`config.mk`:
```
export PLATFORM = sky130hd
export DESIGN_NAME = id_ex_stage
export DESIGN_NICKNAME = d
export VERILOG_FILES = /design/src/rtl/id_ex_stage.sv
export SDC_FILE = /design/constraint.sdc
export NUM_CORES = 1
export LEC_CHECK = 0
export CAP_MARGIN = 20
export CORE_MARGIN = 5
export CORE_UTILIZATION = 42
export DETAILED_ROUTE_END_ITERATION = 10
export PLACE_DENSITY_LB_ADDON = 0.1
export SLEW_MARGIN = 20
export SYNTH_ARGS = -nofsm -noshare
export SYNTH_HDL_FRONTEND = slang
export SYNTH_SLANG_ARGS = --single-unit
```
`constraint.sdc`:
```
create_clock -name clk -period 1.9 [get_ports clk]
set_input_delay 0.475 -clock clk [delete_from_list [all_inputs] [get_ports clk]]
set_output_delay 0.475 -clock clk [all_outputs]
set_load 0.01 [all_outputs]
```
`src/rtl/id_ex_stage.sv`:
```
// id_ex_stage: ID->EX pipeline register feeding the ALU.
//
// Holds one decoded beat and drives the ALU operand and selector ports from
// registered state. The input and output sides each use a valid/ready
// handshake, and the stage sustains full throughput. A synchronous flush
// drops the held beat and discards the beat offered in the same cycle.
//
// Optional feature (macro ID_EX_WB_BYPASS_EN):
//   Defined:   a matching write-back result replaces the stored rs1/rs2
//              value, both at capture and while a beat is held. x0 never
//              matches.
//   Undefined: the wb_* ports are ignored. The register file must then
//              provide write-first reads.
//
// Ports:
//   clk, rstn               clock, asynchronous active-low reset
//   flush                   kill the held beat and this cycle's input beat
//   in_valid / in_ready     decode-side handshake
//   in_rs1_addr/in_rs2_addr source register indices
//   in_rs1_val/in_rs2_val   register-file reads
//   in_pc, in_imm           pc and sign-extended immediate
//   in_a_sel, in_b_sel      operand muxes (a: rs1/pc, b: rs2/imm)
//   in_alu_sel              ALU operation code
//   in_rd, in_reg_write     destination register and write enable
//   wb_we, wb_rd, wb_data   write-back port, used for bypass
//   out_valid / out_ready   EX-side handshake
//   alu_a, alu_b, alu_sel   ALU operands and selector
//   out_rd, out_reg_write   destination register and write enable, passed downstream
module id_ex_stage #(
  parameter int unsigned WIDTH   = 32,
  parameter int unsigned ALU_SEL = 4,
  parameter int unsigned REG_AW  = 5
) (
  input  logic               clk,
  input  logic               rstn,
  input  logic               flush,
  input  logic               in_valid,
  output logic               in_ready,
  input  logic [REG_AW-1:0]  in_rs1_addr,
  input  logic [REG_AW-1:0]  in_rs2_addr,
  input  logic [WIDTH-1:0]   in_rs1_val,
  input  logic [WIDTH-1:0]   in_rs2_val,
  input  logic [WIDTH-1:0]   in_pc,
  input  logic [WIDTH-1:0]   in_imm,
  input  logic               in_a_sel,
  input  logic               in_b_sel,
  input  logic [ALU_SEL-1:0] in_alu_sel,
  input  logic [REG_AW-1:0]  in_rd,
  input  logic               in_reg_write,
  input  logic               wb_we,
  input  logic [REG_AW-1:0]  wb_rd,
  input  logic [WIDTH-1:0]   wb_data,
  output logic               out_valid,
  input  logic               out_ready,
  output logic [WIDTH-1:0]   alu_a,
  output logic [WIDTH-1:0]   alu_b,
  output logic [ALU_SEL-1:0] alu_sel,
  output logic [REG_AW-1:0]  out_rd,
  output logic               out_reg_write
);

  logic               valid_q, valid_d;
  logic [WIDTH-1:0]   rs1_val_q, rs1_val_d;
  logic [WIDTH-1:0]   rs2_val_q, rs2_val_d;
  logic [WIDTH-1:0]   pc_q, pc_d;
  logic [WIDTH-1:0]   imm_q, imm_d;
  logic               a_sel_q, a_sel_d;
  logic               b_sel_q, b_sel_d;
  logic [ALU_SEL-1:0] alu_sel_q, alu_sel_d;
  logic [REG_AW-1:0]  rd_q, rd_d;
  logic               reg_write_q, reg_write_d;
  logic               capture;

  // Independent of flush: a flushed input beat still completes its handshake.
  assign in_ready = ~valid_q | out_ready;
  assign capture  = in_valid & in_ready & ~flush;

`ifdef ID_EX_WB_BYPASS_EN
  logic [REG_AW-1:0] rs1_addr_q, rs1_addr_d;
  logic [REG_AW-1:0] rs2_addr_q, rs2_addr_d;
  logic              wb_live;

  // x0 is hard-wired zero, so a write-back to it never forwards.
  assign wb_live = wb_we & (wb_rd != '0);

  always_comb begin
    rs1_addr_d = rs1_addr_q;
    rs2_addr_d = rs2_addr_q;
    rs1_val_d  = rs1_val_q;
    rs2_val_d  = rs2_val_q;
    if (capture) begin
      rs1_addr_d = in_rs1_addr;
      rs2_addr_d = in_rs2_addr;
      rs1_val_d  = (wb_live && wb_rd == in_rs1_addr) ? wb_data : in_rs1_val;
      rs2_val_d  = (wb_live && wb_rd == in_rs2_addr) ? wb_data : in_rs2_val;
    end else if (valid_q && !flush) begin
      // Keep a held beat coherent with the register file as results retire.
      if (wb_live && wb_rd == rs1_addr_q) rs1_val_d = wb_data;
      if (wb_live && wb_rd == rs2_addr_q) rs2_val_d = wb_data;
    end
  end

  always_ff @(posedge clk or negedge rstn) begin
    if (!rstn) begin
      rs1_addr_q <= '0;
      rs2_addr_q <= '0;
    end else begin
      rs1_addr_q <= rs1_addr_d;
      rs2_addr_q <= rs2_addr_d;
    end
  end
`else
  logic unused_bypass;
  assign unused_bypass = ^{wb_we, wb_rd, wb_data, in_rs1_addr, in_rs2_addr};

  always_comb begin
    rs1_val_d = rs1_val_q;
    rs2_val_d = rs2_val_q;
    if (capture) begin
      rs1_val_d = in_rs1_val;
      rs2_val_d = in_rs2_val;
    end
  end
`endif

  always_comb begin
    pc_d        = pc_q;
    imm_d       = imm_q;
    a_sel_d     = a_sel_q;
    b_sel_d     = b_sel_q;
    alu_sel_d   = alu_sel_q;
    rd_d        = rd_q;
    reg_write_d = reg_write_q;
    if (capture) begin
      pc_d        = in_pc;
      imm_d       = in_imm;
      a_sel_d     = in_a_sel;
      b_sel_d     = in_b_sel;
      alu_sel_d   = in_alu_sel;
      rd_d        = in_rd;
      reg_write_d = in_reg_write & (in_rd != '0);
    end
    if (flush) begin
      valid_d = 1'b0;
    end else if (capture) begin
      valid_d = 1'b1;
    end else begin
      valid_d = valid_q & ~out_ready;
    end
  end

  always_ff @(posedge clk or negedge rstn) begin
    if (!rstn) begin
      valid_q     <= 1'b0;
      rs1_val_q   <= '0;
      rs2_val_q   <= '0;
      pc_q        <= '0;
      imm_q       <= '0;
      a_sel_q     <= 1'b0;
      b_sel_q     <= 1'b0;
      alu_sel_q   <= '0;
      rd_q        <= '0;
      reg_write_q <= 1'b0;
    end else begin
      valid_q     <= valid_d;
      rs1_val_q   <= rs1_val_d;
      rs2_val_q   <= rs2_val_d;
      pc_q        <= pc_d;
      imm_q       <= imm_d;
      a_sel_q     <= a_sel_d;
      b_sel_q     <= b_sel_d;
      alu_sel_q   <= alu_sel_d;
      rd_q        <= rd_d;
      reg_write_q <= reg_write_d;
    end
  end

  assign out_valid     = valid_q;
  assign alu_a         = a_sel_q ? pc_q : rs1_val_q;
  assign alu_b         = b_sel_q ? imm_q : rs2_val_q;
  assign alu_sel       = alu_sel_q;
  assign out_rd        = rd_q;
  assign out_reg_write = reg_write_q;

endmodule
```
==> out/metrics.cfg <==
[clock_tree]
clk_latency_ns=0.41
cts.sink_count=141
root_buffer=clkbuf_16
cts_max_level=4
cts_inserted_buffers=17
cts_tree=done
path_clk_slew_ns=0.06
cts_max_path_buffers=2

[yosys]
ys.flop_type=dfrtp_1
synth-seq-cells=141
syn_inst=376
synth_top_area_cell=dfrtp_1
synth_edf_count=0
synth_common_cells=dfrtp_1 (141), mux2_2 (104), mux2_1 (99)
synth_top_area_share_pct=58.3
yosysMostFrequentCell=dfrtp_1
yosys-top-cells-area=dfrtp_1 (58%), mux2_2 (19%), mux2_1 (18%)
yosys_warnings=0
synth_area_per_cell_sq_um=16.1
syn_nets=569
yosysUniqueCellTypes=13
ys_seq_area_share_pct=58.3
syn-cell-area_sq_mm=0.00605
async_flop_share_pct=100

[sta]
max_freq_mhz=477
finalCritPeriodShare_pct=110
grt_setup_unrepaired=yes
fin_skew_ns=0.00795
setup_tns_ns=-8.53
setup_viol=63
whs_ns=0.422
setup_ws_ns=-0.195
period_minus_slack_ns=2.09
worst_pin_slew_ns=0.367
hold_viol_final=0
maxSlewViolCount=0
max_slew_margin_pct=75.5

[cells_and_area]
nets=822
fillers=999
drive_gt1_share_pct=36.2
multiInputGateArea_sq_mm=0.00245
num_antenna_cells=0
regArea_sq_mm=0.00353
area_delta_synth_final_pct=58.6
fin_area_sq_mm=0.00960
final_util_pct=68.6

[critical_path]
max_stage_delay_ns=0.40
cp-start-kind=flip-flop
critPathSlowestCell=dfrtp_2
crit_chain=buf_6 > buf_12 > buf_16 > mux2_4 > buf_6
crit_top_cell=buf_6
cp.arrival_ns=1.62
r2r_start=out_valid
crit-reg2reg-capture=rs1_val_q[8]
cp-end-kind=output port
ff2ff_path_depth=5
ff2ff_setup_slack_ns=0.27
crit_start=b_sel_q
worstSetupPathType=flip-flop to output port
crit_end=alu_b[9]
worstPathMaxFanout=6
required_ns=1.42

[status]
status=finished with violations
failed_checks=negative setup slack

[power]
p_leak_uw=0.00415
irDropWorstVdd_v=0.000796
power-per-cell-area_mw_per_mm2=1000

[floorplanning]
die_w_um=130
die_y_um=130
rows=43
dieArea_sq_mm=0.0169
core_region_area_sq_mm=0.0140
ios=269
start_util_pct=43.3

[detailed_routing]
wire_per_inst_um=19.0
drt_iter0_markers=92
wirelength_um=15500
antenna_violating_nets_post_route=0
via_per_inst=4.90
drtPass1Iterations=4
route.detailed.drc=0
vias=4007

[hold_path]
hp-class=input port to flip-flop

[grt]
grt_max_degree=40
grtUsageTotal_pct=18.2
grt_first_pass_wirelength_um=23500
first_global_vias=4634
overflow=0
antenna_found_initial=0

[placed_design]
placed_area_sq_mm=0.00861
globalplace.congestion=0.738
pre_cts_ws_ns=-0.287
place_hpwl_um=11000
port_buffers=220

[job]
drv_cap=0

timing repair:
item | CTS | global route
hold endpoints to repair | 33 | 0
endpoints found under the setup margin | 65 | 65
pin swaps | 0 | 0
setup buffers | 6 | 2
hold buffers | 1 | 0
gates resized for setup | 336 | 42
cloned | 4 | 4
flip-flops by register name (all words and copies together) (netlist names):
signal	cells
a_sel_q	1
alu_sel	4
b_sel_q	1
imm_q	32
out_rd	5
out_reg_write	1
out_valid	1
pc_q	32
rs1_val_q	32
rs2_val_q	32
layer usage:
layer,vias to the layer above,global-route usage [%],wire [um]
li1,1851,-,-
met2,139,31.2,7850
met5,-,0,0
met4,0,5.75,284
met1,1999,20.4,5950
met3,18,8.23,1440
area by class of cell:
class,instances,share of cell area [%]
Sequential cell,141,36.8
Clock inverter,3,0.156
Multi-Input combinational cell,210,25.5
Tap cell,180,2.35
Clock buffer,25,4.96
Timing Repair Buffer,257,30.1
Inverter,2,0.0782
power breakdown:
group / switching, uW / internal [uW] / total [uW]
logic: 1060 / 1990 / 3050
clock network: 1120 / 1700 / 2820
registers: 253 / 3520 / 3770
worst max-delay path: cells and delay by family, from the launching register on:
family | cells | cell delay (ns)
buffers and inverters | 4 | 0.51
multiplexers | 1 | 0.30
flip-flops | 1 | 0.40
placed cells by master, fill, tap and decap left out, drive strengths merged:
cell type and instances:
clkbuf 29, clkdlybuf4s50 153, dlymetal6s2s 1, nor2 2, inv 2, dlygate4sd3 1, mux2 203, nor2b 1
clkinv 3, mux2i 1, nor3b 1, buf 97, dfrtp 141, or4 1, dlygate4sd2 1, o21ai 1
worst min-delay path by stage:
| stage | startpoint | to | slack [ns] | cells after the start |
|---|---|---|---|---|
| finish | out_ready | out_valid | 0.42 | 4 |
| global route | out_ready | out_valid | 0.42 | 4 |
| CTS | pc_q[4] | pc_q[4] | 0.48 | 1 |
| detailed placement | rstn | pc_q[5] | 0.40 | 1 |
| global placement | rstn | pc_q[5] | 0.40 | 1 |
| floorplan | rstn | a_sel_q | 0.18 | 0 |
cells by family after synthesis:
logic type,after synthesis,synth area share (%)
DFF,141,58.3
and+or+nand+nor,5,0.558
buffers and inverters,25,3.10
muxes,204,37.9
AOI/OAI and AO/OA,1,0.0826
metrics by stage:
stage,std cells,power (uW)
2_1_floorplan,376,4910
3_3_place_gp,775,6300
3_5_place_dp,775,6400
4_1_cts,814,9520
5_1_grt,818,10100
6_report,818,9640
Power figures use the tool's default switching activity.
